--- config.mk ---
export PLATFORM = sky130hd
export DESIGN_NAME = tdm_mux_scanner
export DESIGN_NICKNAME = d
export VERILOG_FILES = /design/src/rtl/mux_pkg.sv /design/src/rtl/mux_sel_n.sv /design/src/rtl/tdm_mux_scanner.sv
export SDC_FILE = /design/constraint.sdc
export NUM_CORES = 1
export LEC_CHECK = 0
export CAP_MARGIN = 20
export CORE_MARGIN = 2
export CORE_UTILIZATION = 47
export CTS_CLUSTER_SIZE = 10
export DETAILED_ROUTE_END_ITERATION = 6
export GPL_TIMING_DRIVEN = 0
export PLACE_DENSITY = 0.92
export SYNTH_ARGS = -nofsm -noshare
export SYNTH_HDL_FRONTEND = slang
export SYNTH_SLANG_ARGS = --single-unit
export TNS_END_PERCENT = 100
--- constraint.sdc ---
create_clock -name i_clk -period 4.8 [get_ports i_clk]
set_clock_uncertainty 0.05 [all_clocks]
set_input_delay 0.96 -clock i_clk [delete_from_list [all_inputs] [get_ports i_clk]]
set_output_delay 0.96 -clock i_clk [all_outputs]
set_load 0.05 [all_outputs]
--- src/rtl/mux_pkg.sv ---
// rtl/mux_pkg.sv - shared state and mode encodings for the TDM mux scanner
package mux_pkg;

    typedef enum logic [1:0] {
        IDLE   = 2'd0,
        MANUAL = 2'd1,
        SCAN   = 2'd2
    } state_t;

    localparam logic MODE_MANUAL = 1'b0;
    localparam logic MODE_SCAN   = 1'b1;

endpackage

--- src/rtl/mux_sel_n.sv ---
// rtl/mux_sel_n.sv - combinational N_CH:1 W-bit slice selector with out-of-range flag
module mux_sel_n #(
    parameter int N_CH  = 8,
    parameter int W     = 1,
    parameter int SEL_W = $clog2(N_CH)
) (
    input  logic [N_CH*W-1:0] i_data,
    input  logic [SEL_W-1:0]  i_idx,
    output logic [W-1:0]      o_data,
    output logic              o_oob
);

    // Compare against each legal index so no slice ever goes past the packed vector.
    always_comb begin
        o_data = '0;
        o_oob  = 1'b1;
        for (int k = 0; k < N_CH; k++) begin
            if (i_idx == SEL_W'(k)) begin
                o_data = i_data[k*W +: W];
                o_oob  = 1'b0;
            end
        end
    end

endmodule

--- src/rtl/tdm_mux_scanner.sv ---
// rtl/tdm_mux_scanner.sv - N-channel registered mux with manual select and dwell-timed scan
module tdm_mux_scanner
    import mux_pkg::*;
#(
    parameter int N_CH  = 8,
    parameter int W     = 1,
    parameter int SEL_W = $clog2(N_CH),
    parameter int DWELL = 1
) (
    input  logic              i_clk,
    input  logic              i_rst,
    input  logic [N_CH*W-1:0] i_in_data,
    input  logic              i_en,
    input  logic              i_mode,
    input  logic [SEL_W-1:0]  i_sel_in,
    output logic [W-1:0]      o_out_data,
    output logic [SEL_W-1:0]  o_out_ch,
    output logic              o_out_valid,
    output logic              o_frame_done
);

    localparam int DW_W = (DWELL > 1) ? $clog2(DWELL) : 1;

    state_t           r_state;
    logic [SEL_W-1:0] r_ptr;
    logic [DW_W-1:0]  r_dwell;

    logic             w_scan;
    logic [SEL_W-1:0] w_ptr_eff;
    logic [DW_W-1:0]  w_dwell_eff;
    logic [SEL_W-1:0] w_idx;
    logic [W-1:0]     w_sel_data;
    logic             w_oob;
    logic             w_last_ch;

    // Entering scan from another state always begins a fresh frame at channel 0.
    assign w_scan      = i_en && (i_mode == MODE_SCAN);
    assign w_ptr_eff   = (r_state == SCAN) ? r_ptr   : '0;
    assign w_dwell_eff = (r_state == SCAN) ? r_dwell : '0;
    assign w_idx       = w_scan ? w_ptr_eff : i_sel_in;
    assign w_last_ch   = (w_ptr_eff == SEL_W'(N_CH - 1));

    mux_sel_n #(
        .N_CH  (N_CH),
        .W     (W),
        .SEL_W (SEL_W)
    ) u_sel (
        .i_data (i_in_data),
        .i_idx  (w_idx),
        .o_data (w_sel_data),
        .o_oob  (w_oob)
    );

    always_ff @(posedge i_clk) begin
        if (i_rst) begin
            r_state      <= IDLE;
            r_ptr        <= '0;
            r_dwell      <= '0;
            o_out_data   <= '0;
            o_out_ch     <= '0;
            o_out_valid  <= 1'b0;
            o_frame_done <= 1'b0;
        end else if (!i_en) begin
            r_state      <= IDLE;
            r_ptr        <= '0;
            r_dwell      <= '0;
            o_out_valid  <= 1'b0;
            o_frame_done <= 1'b0;
        end else if (i_mode == MODE_MANUAL) begin
            r_state      <= MANUAL;
            r_ptr        <= '0;
            r_dwell      <= '0;
            o_out_data   <= w_sel_data;
            o_out_ch     <= i_sel_in;
            o_out_valid  <= !w_oob;
            o_frame_done <= 1'b0;
        end else begin
            r_state     <= SCAN;
            o_out_data  <= w_sel_data;
            o_out_ch    <= w_ptr_eff;
            o_out_valid <= 1'b1;
            if (w_dwell_eff == DW_W'(DWELL - 1)) begin
                r_dwell      <= '0;
                r_ptr        <= w_last_ch ? '0 : w_ptr_eff + SEL_W'(1);
                o_frame_done <= w_last_ch;
            end else begin
                r_dwell      <= w_dwell_eff + DW_W'(1);
                r_ptr        <= w_ptr_eff;
                o_frame_done <= 1'b0;
            end
        end
    end

endmodule

After elaboration in Yosys (flattened, before gate mapping) --
Index checks and enable logic that the tools add are counted.
Cells by class: multiplexer cells 24, eq/ne operators 9, add/sub/neg operators 2, bitwise logic cells 3, reduce and logical (&&, ||, !) cells 7
Operator list (number):
- $mux 1 | 18
- $eq 3x3->1 const B | 5
- $mux 3 | 5
- $reduce_or 4->1 | 2
- $eq 3x2->1 const B | 2
- $add 3x1->3 const B | 1
- $eq 3x1->1 const B | 1
- $logic_not 3->1 | 1
- $not 1->1 | 3
- $reduce_or 3->1 | 1
- $eq 2x2->1 const B | 1
- $mux 2 | 1
- $reduce_or 2->1 | 1
- $add 1x1->1 const B | 1
- $logic_and 1x1->1 | 1
- $logic_not 1->1 | 1
Storage, ports and cells: logic and storage cells 52, output and inout port bits 6, input port bits 15, register bits after elaboration 12

Logic depth before layout (Yosys ltp) --
depth after elaboration 14, depth in mapped cells 7, gate-level depth less buffers 6

By module --
From an unflattened synthesis, not the netlist that was laid out.
Unflattened totals: cells, all modules 60, area total of the unflattened synthesis 665.6 um^2
By module, submodules not included:
- tdm_mux_scanner | area an instance 590.6 um^2, cells an instance 55, times used 1, seq. area each 240.2 um^2
- mux_sel_n | area an instance 75.1 um^2, cells an instance 5, times used 1, seq. area each 0.0 um^2

Worst setup path after synthesis --
Ideal clock, no wire load.
kind input to register, start point input port i_mode, end point register o_out_data, arrival time 2.055 ns, cell stages on the path 7, buffers on the path 1, setup time 0.129 ns, required time 4.621 ns, setup slack 2.566 ns, cells stage by stage buf_4 -> a21boi_1 -> a41oi_4 -> mux2_4 -> a2bb2oi_2 -> o211ai_1 -> a211oi_2
On the way: longest elaborated chain between the ends 11, elaborated cells between the ends (all ways) 18, those cells by class eq/ne (7); mux (9); reduce/logical (2)
Ends and longest elaborated chain:
- from (decl) | RTL line tdm_mux_scanner.sv:14 | input logic i_mode,
- $logic_and 1x1->1 * | RTL line tdm_mux_scanner.sv:37 | assign w_scan = i_en && (i_mode == MODE_SCAN);
- $mux 3 * | RTL line tdm_mux_scanner.sv:40 | assign w_idx = w_scan ? w_ptr_eff : i_sel_in;
- $logic_not 3->1 | RTL line mux_sel_n.sv:18 | if (i_idx == SEL_W'(k)) begin
- $mux 1 (7 in a row) | RTL line mux_sel_n.sv:18
- $mux 1 * | RTL line mux_sel_n.sv:18
- to (signal assigned) | RTL line tdm_mux_scanner.sv:73 | o_out_data <= w_sel_data;
- to (signal assigned) | RTL line tdm_mux_scanner.sv:79 | o_out_data <= w_sel_data;
- to (decl) | RTL line tdm_mux_scanner.sv:16 | output logic [W-1:0] o_out_data,
Mark *: on every way between the ends. The rest lies on a longest branch, timed or not. A chain may end at the register's enable or synchronous reset.

Worst setup path after layout --
start point input port i_en, end point register o_out_data
On the way: longest elaborated chain between the ends 11, elaborated cells between the ends (all ways) 18, those cells by class eq/ne (7); mux (9); reduce/logical (2)
Ends and longest elaborated chain:
- from (decl) | RTL line tdm_mux_scanner.sv:13 | input logic i_en,
- $logic_and 1x1->1 | RTL line tdm_mux_scanner.sv:37
- $mux 3 | RTL line tdm_mux_scanner.sv:40
- $logic_not 3->1 | RTL line mux_sel_n.sv:18
- $mux 1 (8 in a row) | RTL line mux_sel_n.sv:18
Parallel ways exist; a longest one is shown, timed or not.

==> summary.txt <==
H-tree levels -> 1
Slew Limit Fails -> 0
layout cells sized above 1 -> 16.9%
Post-Synthesis Cells -> 67
FP Rows -> 13
vias post-DR -> 615
EDFF count, synth -> 0
vias in the first global route -> 651
Yosys warning total -> 0
clock root buffer master -> clkbuf_4
DRC -> 0
WP data arrival -> 2.70 ns
Synth top area share -> 36.5%
Yosys top cell by area -> dfxtp_1
Setup TNS -> 0 ns
crit start category -> primary input
hold_buf cts -> 0
Largest stage delay, worst path -> 0.50 ns
TritonRoute pass-1 iters -> 4
GRT Overall Usage -> 20.3%
routability cong. -> 0.821
Final ANT Viol Nets -> 0
P_sw -> 65.3 µW
initial drt markers -> 22
ys flop type -> dfxtp_1
CP Class -> primary input to register
Synth cell types -> 32
initial core utilization -> 50.6%
slew margin rel. -> 66.8%
Core ar. -> 0.00130 mm²
unrepaired setup endpoints after global routing -> no
post-CTS setup repair buffer count -> 0
CP bufs+invs -> 2
initial antenna violation count -> 0
most frequent cell after synthesis -> dfxtp_1
first-pass GRT wire length -> 2.67 mm
gr ovfl total -> 0
delay-heaviest family, CP -> buffers and inverters
Mapped Nets -> 83
CTS tree -> built
Max IR drop VDD -> 0.210 mV
Reg power frac -> 44.1%
largest cells by area after synthesis -> dfxtp_1 (37%), mux2i_1 (7.6%), a41oi_4 (4.2%)
outcome -> completed
per-cell routed wire length -> 14.5 µm
Worst-path clk slew -> 0.08 ns
die area -> 0.00172 mm²
CTS resizes -> 0
Worst Hold Class -> register to register
die width -> 41.4 µm
Period Utilization, post-route -> 53.1%
Skew-Pair Late Insertion Delay -> 0.27 ns
Combinational Power Share -> 22.3%
static leakage -> 0.366 nW
Area growth syn-to-layout -> 35.7%
Routed WL -> 1.51 mm
Syn Area/Cell -> 9.82 µm²
mapped cell area -> 658 µm²
hold_ws -> 0.448 ns
PD cells -> 271 mW/mm²
maxcap violations -> 0
I/O pin cnt -> 21
n_diodes -> 0
Nets -> 106
Setup crit end kind -> register
worst-path cell chain -> clkdlybuf4s50_1, buf_4, nand2_1, mux2i_1, a2bb2oi_2, o211ai_1, a211oi_2
post-synthesis sequential area ratio -> 36.5%
Die Ht -> 41.4 µm
CP Data Required Time -> 4.95 ns
TritonCTS Buffers -> 3
Via density -> 5.91
Internal -> 176 µW
asr flop ratio synth -> 0%
clk buf depth -> 2
hpwl dp -> 1.09 mm
final hold violation count -> 0
total clock sinks -> 12
largest net degree at the start of global routing -> 11
fmax -> 392 MHz
Tmin final -> 2.55 ns
most common library cells after synthesis -> dfxtp_1 (12), nor2_1 (7), mux2i_1 (5), nand2_1 (5)
switch share -> 27.0%
total power -> 242 µW
slowest CP cell -> clkdlybuf4s50_1
count of state elements after synthesis -> 12
crit-path max FO -> 10
Clk network pwr share -> 33.6%
Final setup violation count -> 0
number of port buffers -> 18
Least-Margin Pin Slew -> 0.496 ns
-- worst paths after layout --
check                   start           to  slack, ns  cells after the start
setup / recovery         i_en   o_out_data       2.25                      7
setup reg to reg   r_state[1]   o_out_data       3.09                      7
hold reg to reg   o_out_ch[1]  o_out_ch[1]       0.45                      2
hold / removal    o_out_ch[1]  o_out_ch[1]       0.45                      2
-- state kept, by name (all words and copies together) (netlist names) --
name / flops
r_state: 2
o_out_data: 1
o_out_ch: 3
o_out_valid: 1
r_ptr: 3
o_frame_done: 1
r_dwell: 1
-- placed cells by master, fill, tap and decap left out --
| cell | instances |
|---|---|
| ha_1 | 1 |
| o31ai_1 | 1 |
| mux2i_1 | 5 |
| clkbuf_8 | 1 |
| nor2b_4 | 1 |
| xor2_1 | 1 |
| nor2b_1 | 2 |
| xnor2_1 | 1 |
| a311oi_1 | 1 |
| nor3_1 | 1 |
| and3b_2 | 1 |
| o211ai_1 | 1 |
| clkbuf_1 | 1 |
| o21ai_0 | 2 |
| buf_4 | 2 |
| nor2_1 | 7 |
| mux2_2 | 2 |
| inv_1 | 1 |
| a41oi_4 | 1 |
| nand2b_1 | 2 |
| clkbuf_4 | 3 |
| nand3_1 | 2 |
| nand2_1 | 5 |
| and3_1 | 3 |
| a211oi_2 | 1 |
| clkdlybuf4s50_1 | 18 |
| a21boi_1 | 1 |
| nand3b_1 | 1 |
| mux2_4 | 1 |
| conb_1 | 1 |
| buf_6 | 1 |
| dfxtp_1 | 12 |
| a211oi_1 | 3 |
| a2bb2oi_2 | 1 |
| a32oi_1 | 1 |
-- routing by layer --
layer | GRT usage, % | share of wire (%) | vias up
met1 | 21.7 | 40 | 295
met2 | 31.9 | 49 | 29
met5 | 0 | 0 | -
li1 | - | - | 281
met3 | 8.70 | 6.7 | 10
met4 | 14.2 | 4.1 | 0
-- final cells by class --
class | instances | area, µm²
Multi-Input combinational cell | 50 | 384
Fill cell | 109 | 408
Clock buffer | 4 | 36.3
Tap cell | 15 | 18.8
Inverter | 1 | 3.75
Sequential cell | 12 | 240
Timing Repair Buffer | 18 | 180
Buffer | 4 | 30.0
-- tightest hold or removal path: stages (launching register included) --
cell,delay [ns]
dfxtp_1,0.31
nor2_1,0.09
a311oi_1,0.05
-- kinds of logic (layout without fill, tap and decap cells) --
kind of cell,count (synthesis),after routing,share of synthesized area [%]
simple gates,25,25,20.5
compound gates,13,13,19.4
flops,12,12,36.5
mux,8,8,13.3
buf+inv,5,27,5.13
xor+xnor,2,2,2.66
fa+ha+maj,1,1,1.90
other cells,1,1,0.570
-- power by group through the flow --
stage	clock, mW	sequential (mW)	combinational (mW)
after detailed placement	0	0.109	0.0531
after global placement	0	0.109	0.0517
after floorplan	0	0.118	0.0235
final	0.0812	0.107	0.0539
after CTS	0.0818	0.107	0.0538
after global routing	0.0876	0.107	0.0576
-- per-stage QoR --
step,cells,utilization (%),area [µm²],worst slack (ns)
6_report,104,68.7,893,2.25
5_1_grt,104,68.7,893,2.08
4_1_cts,104,68.7,893,2.25
3_5_place_dp,100,65.9,857,2.00
3_3_place_gp,100,65.9,857,2.06
2_1_floorplan,67,-,658,2.57
(Power assumes the default switching activity.)
